==> src/rtl/rob_pkg.sv <==
// rob_pkg: shared reorder-buffer constants, tag/entry types and tag age compare
package rob_pkg;
  localparam int ROB_DEPTH      = 16;
  localparam int ROB_DEPTH_BITS = 4;
  localparam int PHY_REG_BITS   = 6;
  localparam int LOG_REG_BITS   = 5;
  typedef logic [ROB_DEPTH_BITS:0] rob_tag_t;
  typedef struct packed {
    logic                    valid;
    logic                    done;
    logic                    uses_rw;
    logic [LOG_REG_BITS-1:0] rw_log;
    logic [PHY_REG_BITS-1:0] rw_phy;
    logic [PHY_REG_BITS-1:0] prev_phy;
  } rob_entry_t;
  // a is strictly younger than b when it lies further from the head in program order
  function automatic logic is_younger(rob_tag_t a, rob_tag_t b, rob_tag_t head);
    return rob_tag_t'(a - head) > rob_tag_t'(b - head);
  endfunction
endpackage

==> src/rtl/reorder_buffer.sv <==
// reorder_buffer: in-order retirement buffer with allocate, writeback, commit and mispredict squash
//   clk, rst_n (sync, active-low)
//   alloc_*     : dispatch request and fields; alloc_ready/alloc_tag back to rename
//   wb_valid/wb_tag : execution completion
//   flush/flush_tag : squash everything younger than the mispredicted branch
//   reg_wr_en, commit_* : head retirement to rename/free list
//   rob_empty, rob_count : occupancy
module reorder_buffer
  import rob_pkg::*;
(
  input  logic                      clk,
  input  logic                      rst_n,
  input  logic                      alloc_valid,
  input  logic                      alloc_uses_rw,
  input  logic [LOG_REG_BITS-1:0]   alloc_rw_log,
  input  logic [PHY_REG_BITS-1:0]   alloc_rw_phy,
  input  logic [PHY_REG_BITS-1:0]   alloc_prev_phy,
  output logic                      alloc_ready,
  output logic [ROB_DEPTH_BITS:0]   alloc_tag,
  input  logic                      wb_valid,
  input  logic [ROB_DEPTH_BITS:0]   wb_tag,
  input  logic                      flush,
  input  logic [ROB_DEPTH_BITS:0]   flush_tag,
  output logic                      reg_wr_en,
  output logic [PHY_REG_BITS-1:0]   commit_reg,
  output logic [LOG_REG_BITS-1:0]   commit_log,
  output logic [PHY_REG_BITS-1:0]   commit_free_phy,
  output logic                      commit_valid,
  output logic                      rob_empty,
  output logic [ROB_DEPTH_BITS:0]   rob_count
);
  rob_entry_t rob [ROB_DEPTH];
  rob_tag_t head, tail;
  logic [ROB_DEPTH_BITS-1:0] head_idx, tail_idx, wb_idx;
  logic [ROB_DEPTH-1:0] kill;
  logic alloc_fire, wb_hit;
  rob_entry_t head_e;
  assign head_idx  = head[ROB_DEPTH_BITS-1:0];
  assign tail_idx  = tail[ROB_DEPTH_BITS-1:0];
  assign wb_idx    = wb_tag[ROB_DEPTH_BITS-1:0];
  assign rob_count = tail - head;
  assign rob_empty = head == tail;
  assign alloc_ready = !rob_count[ROB_DEPTH_BITS] && !flush;
  assign alloc_fire  = alloc_valid && alloc_ready;
  assign alloc_tag   = tail;
  assign head_e       = rob[head_idx];
  assign commit_valid = !rob_empty && head_e.valid && head_e.done;
  assign reg_wr_en    = commit_valid && head_e.uses_rw;
  assign commit_reg      = head_e.rw_phy;
  assign commit_log      = head_e.rw_log;
  assign commit_free_phy = head_e.prev_phy;
  // a tag inside [head, tail) carries the live wrap bit; anything else is a squashed leftover
  assign wb_hit = wb_valid && rob[wb_idx].valid && is_younger(tail, wb_tag, head);
  // rebuild each slot's full tag from its distance to head, then squash (flush_tag, tail)
  always_comb begin
    kill = '0;
    for (int i = 0; i < ROB_DEPTH; i++)
      kill[i] = flush
        && is_younger(head + rob_tag_t'(ROB_DEPTH_BITS'(i) - head_idx), flush_tag, head)
        && is_younger(tail, head + rob_tag_t'(ROB_DEPTH_BITS'(i) - head_idx), head);
  end
  always_ff @(posedge clk) begin
    if (!rst_n) begin
      head <= '0;
      tail <= '0;
      for (int i = 0; i < ROB_DEPTH; i++) begin
        rob[i].valid <= 1'b0;
        rob[i].done  <= 1'b0;
      end
    end else begin
      if (alloc_fire)
        rob[tail_idx] <= '{valid: 1'b1, done: 1'b0, uses_rw: alloc_uses_rw,
                           rw_log: alloc_rw_log, rw_phy: alloc_rw_phy, prev_phy: alloc_prev_phy};
      if (wb_hit) rob[wb_idx].done <= 1'b1;
      if (commit_valid) rob[head_idx].valid <= 1'b0;
      for (int i = 0; i < ROB_DEPTH; i++)
        if (kill[i]) rob[i].valid <= 1'b0;
      head <= head + rob_tag_t'(commit_valid);
      tail <= flush ? flush_tag + rob_tag_t'(1) : tail + rob_tag_t'(alloc_fire);
    end
  end
  a_flush_tag_in_window: assert property (@(posedge clk) disable iff (!rst_n)
    flush |-> is_younger(tail, flush_tag, head));
endmodule

==> config.mk <==
export PLATFORM = sky130hd
export DESIGN_NAME = reorder_buffer
export DESIGN_NICKNAME = d
export VERILOG_FILES = /design/src/rtl/rob_pkg.sv /design/src/rtl/reorder_buffer.sv
export SDC_FILE = /design/constraint.sdc
export NUM_CORES = 1
export LEC_CHECK = 0
export ABC_AREA = 0
export BUFFER_PORTS_ARGS = -buffer_cell sky130_fd_sc_hd__buf_2
export CORE_MARGIN = 3
export CORE_UTILIZATION = 25
export DETAILED_ROUTE_END_ITERATION = 8
export SLEW_MARGIN = 20
export SYNTH_ARGS = -nofsm -noshare
export SYNTH_HDL_FRONTEND = slang
export SYNTH_SLANG_ARGS = --single-unit
==> constraint.sdc <==
create_clock -name clk -period 4.48 [get_ports clk]
set_input_delay 0.896 -clock clk [delete_from_list [all_inputs] [get_ports clk]]
set_output_delay 0.896 -clock clk [all_outputs]
set_load 0.01 [all_outputs]
==> flow_summary.ini, run 1 <==
[outcome]
status = finished, final reports clean

[power]
power_w = 0.00657
cellPowerDensity_nw_per_um2 = 292
peakVddDrop_mv = 0.251
leakagePower_nw = 7.93

[sta]
slew_violations = 0
tightest_slew_ns = 0.990
setup_tns_ns = 0
slew_headroom_pct = 33.6
fin_crit_ns = 4.46
finalCritPeriodShare_pct = 99.6
hold_ws_ns = 0.479
finClkSkew_ns = 0.0170
final_hold_viol_count = 0
setup_violations = 0
max_freq_mhz = 224

[yosys]
synth-seq-area-share_pct = 48.9
ys.flop_type = edfxtp_1
syn_avg_cell_area_um2 = 12.5
synth.largest_area_cell = edfxtp_1
synth_most_common_cell = and2_1
yosys-top-cells-count = and2_1, edfxtp_1, ha_1
postSynthCellCount = 1555
synthArstFlopShare_pct = 0
synth.area.top_cells = edfxtp_1, mux4_2, and2_1
syn-num-nets = 1732
synth.cell_area_um2 = 19400
ys_ff_latch = 330
synth-edff-count = 288
synth_top_area_share_pct = 44.5
synth_cell_types = 81
synth_warnings = 0

[detailed_routing]
wl_met3_um = 2660
drt-initial-drc-count = 879
drc_errors = 0
wl_met2_um = 25800
final_antenna_net_count = 0
viasPerCell = 4.75
drtPass1Iterations = 5
routed_wirelength_um = 52800
vias = 12774
top_layer = met5
wire_per_inst_um = 19.7
wl_met1_um = 22700

[clock_network]
clk_latency_ns = 0.52
cts-root-buf = clkbuf_16
cts_made_buffers = 34
clock_path_buffers = 3
cts_max_level = 2
cts.clk_slew.worst_paths_ns = 0.06
numClockSinks = 330
cts_tree = done

[global_routing]
grt_pass1_wl_um = 80400
grt_util_all_layers_pct = 12.8
grt.overflow.total = 0
grt_pass1_vias = 13142
grt_start_max_net_pins = 74
antenna_found_initial = 5

[critical_path]
cp_num_buf_inv = 3
cp.depth = 9
cp-start-kind = register
crit_type = reg2out
worstPathRequired_ns = 3.58
cp_slowest_cell = dfxtp_4
reg2reg_from = head[1]$_SDFF_PN0_
critPathMaxFanout = 16
path_cells = inv_2 -> buf_4 -> ha_1 -> nand4b_1 -> nor2_1 -> a31oi_1 -> and4b_1 -> and2_1 -> buf_2
crit_path_end_kind = output pin
path_delay_family = simple AND/OR/NAND/NOR gates
r2r_cells = 21
cp-startpoint = head[0]$_SDFF_PN0_
cpPeakStageDelay_ns = 0.56
arrival_ns = 3.57

[floorplan]
die_h_um = 285
die_area_um2 = 81100
ios = 64
start_util_pct = 25.4
die_w_um = 285
core_area_um2 = 76500
row_count = 101

[layout]
fillers = 7640
stdcell_area_um2 = 22500
area_delta_synth_final_pct = 15.8
drive_gt1_share_pct = 20.0
final_nets = 1809

[place]
placed_area_um2 = 21500
place_hpwl_um = 36400
port_buffers = 63
gp_congestion = 0.929

[min_path]
holdCritPathClass = reg2reg
hold-path-cell-count = 2
hold_start = rob[4][18]$_DFF_P_

[flow_run]
drv_cap = 0
-- metrics by stage --
| step | util [%] | cells | worst slack, ns |
|---|---|---|---|
| final | 29.4 | 2688 | 0.0165 |
| after CTS | 29.4 | 2686 | 0.0738 |
| after global placement | 28.1 | 2625 | 0.140 |
| after global routing | 29.4 | 2687 | -0.0114 |
| after detailed placement | 28.1 | 2625 | 0.0839 |
| after floorplan | - | 1555 | 0.0572 |
-- routing by layer --
layer,GRT usage [%],vias up
met5,0,-
met4,4.13,6
met3,2.29,92
met2,22.2,311
met1,16.2,6439
li1,-,5926
-- report_power, final --
part	switching (W)	internal, W
clock	0.00118	0.00146
sequential	0.00000893	0.00331
combinational	0.000382	0.000238
-- worst min-delay path, cell delays in order (launching register included) --
cell and delay, ns:
dfxtp_1 0.32, nand2_1 0.05, o21ai_0 0.06
-- cell type report --
type | instances | area [um^2] | area share, %
flip-flops and latches | 330 | 9500 | 42.2
inverters | 73 | 277 | 1.23
multi-input cells | 1058 | 9390 | 41.7
clock buffers | 42 | 912 | 4.06
diodes | 1 | 2.50 | 0.0111
well taps | 1030 | 1290 | 5.73
repair buffers | 135 | 1020 | 4.53
clock inverters | 19 | 109 | 0.484
-- repair_timing --
action                                  CTS  global route
buffers inserted                          0             1
endpoints found under the hold margin     0             0
endpoints found under the setup margin    0            16
gates resized for setup                   0             2
hold buffers                              0             0
-- cells by family (layout without fill, tap and decap cells) --
family / after synthesis / after routing / share of synthesized area, %
flip-flops: 330 / 330 / 48.9
adder cells (fa/ha/maj): 149 / 149 / 9.90
AO/OA/AOI/OAI: 215 / 215 / 7.58
AND/OR/NAND/NOR: 535 / 535 / 15.8
other: 0 / 1 / 0
XOR/XNOR: 60 / 60 / 3.12
buffers and inverters: 167 / 269 / 3.46
multiplexers: 99 / 99 / 11.3
-- sequential cells by signal (all words and copies together), names as in the netlist --
register	flops
alloc_tag	5
rob	320
head	5
-- worst paths after layout --
path              slack (ns)                       to
setup / recovery        0.02                reg_wr_en
hold / removal          0.48       rob[4][18]$_DFF_P_
setup reg to reg        0.23  rob[7][19]$_SDFFE_PP0P_
hold reg to reg         0.48       rob[4][18]$_DFF_P_
-- cells in the final DEF (no fill, tap or decap), drive strengths merged, types with 6 or more instances in the layout --
| cell | synthesis | routed |
|---|---|---|
| o21a | 7 | 7 |
| mux4 | 96 | 96 |
| nand2b | 9 | 9 |
| nor3 | 26 | 26 |
| buf | 21 | 135 |
| fa | 9 | 9 |
| dfxtp | 42 | 42 |
| a21o | 15 | 15 |
| nor2b | 14 | 14 |
| clkinv | 0 | 14 |
| nor2 | 35 | 35 |
| or2 | 6 | 6 |
| edfxtp | 288 | 288 |
| xor2 | 23 | 23 |
| nand4 | 19 | 19 |
| and2 | 298 | 298 |
| a211oi | 11 | 11 |
| o2bb2ai | 7 | 7 |
| ha | 135 | 135 |
| o21ai | 34 | 34 |
| o211ai | 9 | 9 |
| clkbuf | 73 | 42 |
| nand2 | 74 | 74 |
| a21oi | 41 | 41 |
| a31oi | 39 | 39 |
| xnor2 | 35 | 35 |
| and3 | 12 | 12 |
| nand3 | 29 | 29 |
| inv | 73 | 77 |
Note: power is estimated with default switching activity, not from simulation.
==> run 2: changes to the inputs <==
Settings changed: PLACE_DENSITY_LB_ADDON set to 0.05.
==> run 2 against run 1 <==
  * Combinational power up 9.2%
  * Via count grew 0.27%
  * Worst setup slack better by 0.25 ns
  * Utilization rose by 0.76 points
  * First-iteration DRC count increased by 4.9%
  * Final cell count up 2.4%
  * Count of clock-buffer cells in the layout rose by 14
  * Maximum frequency grew 5.8%
  * Wire length grew 21%
  * Critical path depth is the same
==> flow_summary.ini, run 2 (synthesis results as in run 1) <==
[critical_path]
arrival_ns = 3.32
critPathMaxFanout = 7
crit_path_end_kind = output pin
cp-startpoint = head[0]$_SDFF_PN0_
crit_type = reg2out
reg2reg_from = head[2]$_SDFF_PN0_
r2r_end = rob[15][19]$_SDFFE_PP0P_
r2r_cells = 20
worstPathRequired_ns = 3.58
crit_end = reg_wr_en
cp-start-kind = register
r2r_slack_ns = 0.35

[power]
peakVddDrop_mv = 0.201
leakagePower_nw = 8.28
power_w = 0.00705
cellPowerDensity_nw_per_um2 = 306

[layout]
stdcell_count = 2753
final_nets = 1869
stdcell_area_um2 = 23100
drive_gt1_share_pct = 23.2
final_cell_mix = and2_1, edfxtp_1, ha_1
final_common_cell = and2_1
area_delta_synth_final_pct = 18.8
largest_reg_flops = 320
regMostFlops = rob

[sta]
slew_violations = 0
tightest_slew_ns = 0.959
setup_violations = 0
finalCritPeriodShare_pct = 94.2
slew_headroom_pct = 35.5
max_freq_mhz = 237
final_hold_viol_count = 0
fin_crit_ns = 4.22
finClkSkew_ns = 0.0146
fin_ws_ns = 0.262
rsz0062_at_grt = false

[place]
placed_area_um2 = 21800
placed_cells = 2677
post-place-ws_ns = -0.231
port_buffers = 63
gp_congestion = 0.822
place_hpwl_um = 44200

[clock_network]
cts_made_buffers = 40
numClockSinks = 330
cts.clk_slew.worst_paths_ns = 0.06
cts-root-buf = clkbuf_16
clock_path_buffers = 3
clk_latency_ns = 0.55
hold_buffers = 0
cts_max_level = 2
cts_tree = done

[min_path]
holdCritPathClass = reg2reg

[detailed_routing]
viasPerCell = 4.65
vias = 12809
routed_wirelength_um = 64100
drtPass1Iterations = 5
drt-initial-drc-count = 922
wire_per_inst_um = 23.3
final_antenna_net_count = 0
drc_errors = 0

[outcome]
status = finished, final reports clean

[global_routing]
grt.overflow.total = 0
grt_pass1_wl_um = 94300
grt_pass1_vias = 13354
antenna_found_initial = 8
grt_util_all_layers_pct = 15.8
grt_start_max_net_pins = 62

[floorplan]
die_area_um2 = 81100
die_h_um = 285
row_count = 101
die_w_um = 285
core_area_um2 = 76500
ios = 64
start_util_pct = 25.4

[flow_run]
drv_cap = 0
## run 2: per-layer routing
metal | up-vias | GRT usage (%) | routed length, um
li1 | 6034 | - | -
met3 | 76 | 2.21 | 2330
met1 | 6445 | 22.9 | 31300
met2 | 248 | 25.2 | 29300
met4 | 6 | 3.22 | 1050
met5 | - | 0 | 38
## run 2: final cells by class
type | instances | area [um^2]
Multi-Input combinational cell | 1058 | 9450
Fill cell | 7768 | 53400
Clock buffer | 56 | 1080
Timing Repair Buffer | 189 | 1370
Inverter | 73 | 277
Clock inverter | 16 | 105
Sequential cell | 330 | 9500
Tap cell | 1030 | 1290
Antenna cell | 1 | 2.50
## run 2: power breakdown
part	total [W]	internal [W]	leakage, nW	switching (W)
logic	0.000678	0.000259	4.86	0.000418
registers	0.00332	0.00331	2.83	0.00000787
clock network	0.00305	0.00174	0.582	0.00131
total	0.00705	0.00531	8.28	0.00174
## run 2: worst max-delay path, cell delays in order, from the launching register on
cell and delay [ns]:
dfxtp_4 0.46, inv_2 0.05, buf_4 0.19, ha_1 0.53
nand4b_1 0.28, nor2_1 0.48, a31oi_1 0.13, and4b_1 0.28
and2_1 0.21, buf_2 0.16
## run 2: worst min-delay path by stage
| stage | from | depth (start not counted) | end | slack (ns) |
|---|---|---|---|---|
| after floorplan | rob[5][18]$_DFF_P_ | 2 | rob[5][18]$_DFF_P_ | 0.44 |
| after global placement | rob[0][18]$_DFF_P_ | 2 | rob[0][18]$_DFF_P_ | 0.46 |
| after detailed placement | rob[9][18]$_DFF_P_ | 2 | rob[9][18]$_DFF_P_ | 0.46 |
| after CTS | rob[1][18]$_DFF_P_ | 2 | rob[1][18]$_DFF_P_ | 0.47 |
| after global routing | rob[0][18]$_DFF_P_ | 2 | rob[0][18]$_DFF_P_ | 0.49 |
| final | rob[1][18]$_DFF_P_ | 2 | rob[1][18]$_DFF_P_ | 0.47 |
## run 2: stage by stage
step                      hold WS [ns]  util [%]  TNS [ns]
after floorplan                  0.436         -         0
after global placement           0.455      28.5     -2.43
after detailed placement         0.460      28.5     -3.08
after CTS                        0.469      30.1         0
after global routing             0.492      30.2         0
final                            0.467      30.2         0
## run 2: repair_timing
item                       4_1_cts  5_1_grt
setup endpoints to repair       22       16
gates resized for setup          4        8
setup buffers                    0        3
pin swaps                        0        3
cloned                           0        0
==> run 3: changes to the inputs <==
Clock period 4.48 ns to 4.7 ns, I/O delays scaled along.
==> run 3 against run 2 <==
  * Final cell count is 0.98% lower
  * Via count fell by 1.3%
  * Register-to-register slack worse by 0.16 ns
  * Sequential power down 5%
  * Die area unchanged
  * Final area decreased by 0.86%
  * Power shrank 5.2%
  * Global-route usage is 0.34 points higher
  * Worst setup slack got worse by 0.070 ns
  * Wire length is 2.1% higher
  * Count of clock-buffer cells in the layout increased by 2
  * Critical endpoint is now rob[3][19]$_SDFFE_PP0P_
  * Clock power down 6%
==> flow_summary.ini, run 3 (synthesis results as in run 1) <==
[outcome]
status = finished, final reports clean

[critical_path]
arrival_ns = 4.98
r2r_cells = 19
cp-startpoint = head[1]$_SDFF_PN0_
crit_type = reg2reg
crit_path_end_kind = register
r2r_end = rob[3][19]$_SDFFE_PP0P_
r2r_slack_ns = 0.19
crit_end = rob[3][19]$_SDFFE_PP0P_
reg2reg_from = head[1]$_SDFF_PN0_
cp-start-kind = register
critPathMaxFanout = 17
worstPathRequired_ns = 5.17

[global_routing]
grt_start_max_net_pins = 50
grt_pass1_wl_um = 95600
grt.overflow.total = 0
antenna_found_initial = 6
grt_pass1_vias = 13156
grt_util_all_layers_pct = 16.2

[detailed_routing]
drc_errors = 0
viasPerCell = 4.64
wire_per_inst_um = 24.0
final_antenna_net_count = 0
vias = 12648
drt-initial-drc-count = 749
routed_wirelength_um = 65400
drtPass1Iterations = 5

[place]
gp_congestion = 0.839
port_buffers = 63
place_hpwl_um = 44600

[sta]
hold_ws_ns = 0.477
rsz0062_at_grt = false
fin_crit_ns = 4.51
finClkSkew_ns = 0.0119
slew_violations = 0
finalCritPeriodShare_pct = 95.9
setup_tns_ns = 0
max_freq_mhz = 222
slew_headroom_pct = 37.3
tightest_slew_ns = 0.940
final_hold_viol_count = 0
setup_violations = 0

[power]
power.share.clock_pct = 43.1
leakagePower_nw = 8.16
cellPowerDensity_nw_per_um2 = 292
peakVddDrop_mv = 0.189
p_sw_w = 0.00162
combinationalPowerShare_pct = 9.6
seqPwrFrac_pct = 47.3
switching_share_pct = 24.3
p_int_w = 0.00506

[clock_network]
numClockSinks = 330
cts.clk_slew.worst_paths_ns = 0.06
clock_path_buffers = 3
cts-root-buf = clkbuf_16
cts_max_level = 2
clk_latency_ns = 0.55
cts_made_buffers = 39
cts_tree = done

[layout]
final_nets = 1843
regMostFlops = rob
area_delta_synth_final_pct = 17.8
largest_reg_flops = 320
final_cell_mix = and2_1, edfxtp_1, ha_1
final_common_cell = and2_1
drive_gt1_share_pct = 21.5

[floorplan]
die_h_um = 285
core_area_um2 = 76500
row_count = 101
die_w_um = 285
start_util_pct = 25.4
ios = 64
die_area_um2 = 81100

[flow_run]
drv_cap = 0

[min_path]
holdCritPathClass = reg2reg
-- run 3: changes by cell type in the layout (fill, tap and decap cells not counted), sizes merged --
cell    change
diode       +1
clkinv      -5
buf        -25
clkbuf      +2
-- run 3: worst min-delay path by stage --
stage	from	endpoint	slack, ns	cells past startpoint
after global placement	rob[0][18]$_DFF_P_	rob[0][18]$_DFF_P_	0.46	2
final	rob[0][18]$_DFF_P_	rob[0][18]$_DFF_P_	0.48	2
after CTS	rob[0][18]$_DFF_P_	rob[0][18]$_DFF_P_	0.48	2
after global routing	rob[1][18]$_DFF_P_	rob[1][18]$_DFF_P_	0.50	2
after detailed placement	rob[13][18]$_DFF_P_	rob[13][18]$_DFF_P_	0.47	2
after floorplan	rob[5][18]$_DFF_P_	rob[5][18]$_DFF_P_	0.44	2
-- run 3: layout make-up --
type / instances / area [um^2]
tap: 1030 / 1290
inverter: 73 / 277
antenna: 2 / 5.00
timing repair buffer: 164 / 1220
clock buffer: 58 / 1100
fill: 7717 / 53600
clock inverter: 11 / 72.6
multi-input combinational: 1058 / 9410
sequential: 330 / 9500
-- run 3: power groups by stage --
stage / clock network, W / logic (W) / registers [W]
CTS: 0.00300 / 0.000645 / 0.00316
finish: 0.00288 / 0.000639 / 0.00316
floorplan: 0 / 0.000373 / 0.00322
detailed placement: 0 / 0.000642 / 0.00322
global route: 0.00311 / 0.000712 / 0.00316
global placement: 0 / 0.000639 / 0.00322
-- run 3: repair_timing --
action | CTS | global route
pin swaps | 0 | 2
hold buffers | 0 | 0
setup endpoints to repair | 16 | 17
setup buffers | 0 | 5
resized for setup | 1 | 4
cloned | 0 | 0
-- run 3: per-stage QoR --
stage	instances	instance area [um^2]	total power [W]	setup slack [ns]	util, %
6_report	2726	22900	0.00668	0.191	29.9
5_1_grt	2724	22900	0.00698	0.0294	29.9
4_1_cts	2719	22800	0.00680	0.0665	29.8
3_5_place_dp	2650	21600	0.00387	-0.145	28.2
3_3_place_gp	2650	21600	0.00386	-0.117	28.2
2_1_floorplan	1555	19400	0.00360	0.202	-
-- run 3: critical path, stage by stage (launching register included) --
cell and delay, ns:
dfxtp_4 0.34, buf_4 0.28, buf_8 0.27, ha_1 0.29, inv_1 0.16, ha_1 0.41
nand3_1 0.12, nand2_1 0.07, xnor2_1 0.31, inv_1 0.10, ha_1 0.30, and3_1 0.15
a31o_2 0.23, a21oi_1 0.17, o21a_1 0.15, o311ai_1 0.23, nor2_1 0.32, nor4_4 0.08
buf_4 0.22, a31oi_1 0.18
-- run 3: routing by layer --
| layer | wire (um) | track usage [%] | share of wire, % | up-vias |
|---|---|---|---|---|
| met3 | 2320 | 2.29 | 3.6 | 97 |
| met4 | 1640 | 4.39 | 2.5 | 4 |
| met5 | 29 | 0 | 0.044 | - |
| li1 | - | - | - | 5986 |
| met2 | 29000 | 25.0 | 44 | 278 |
| met1 | 32400 | 23.7 | 50 | 6283 |
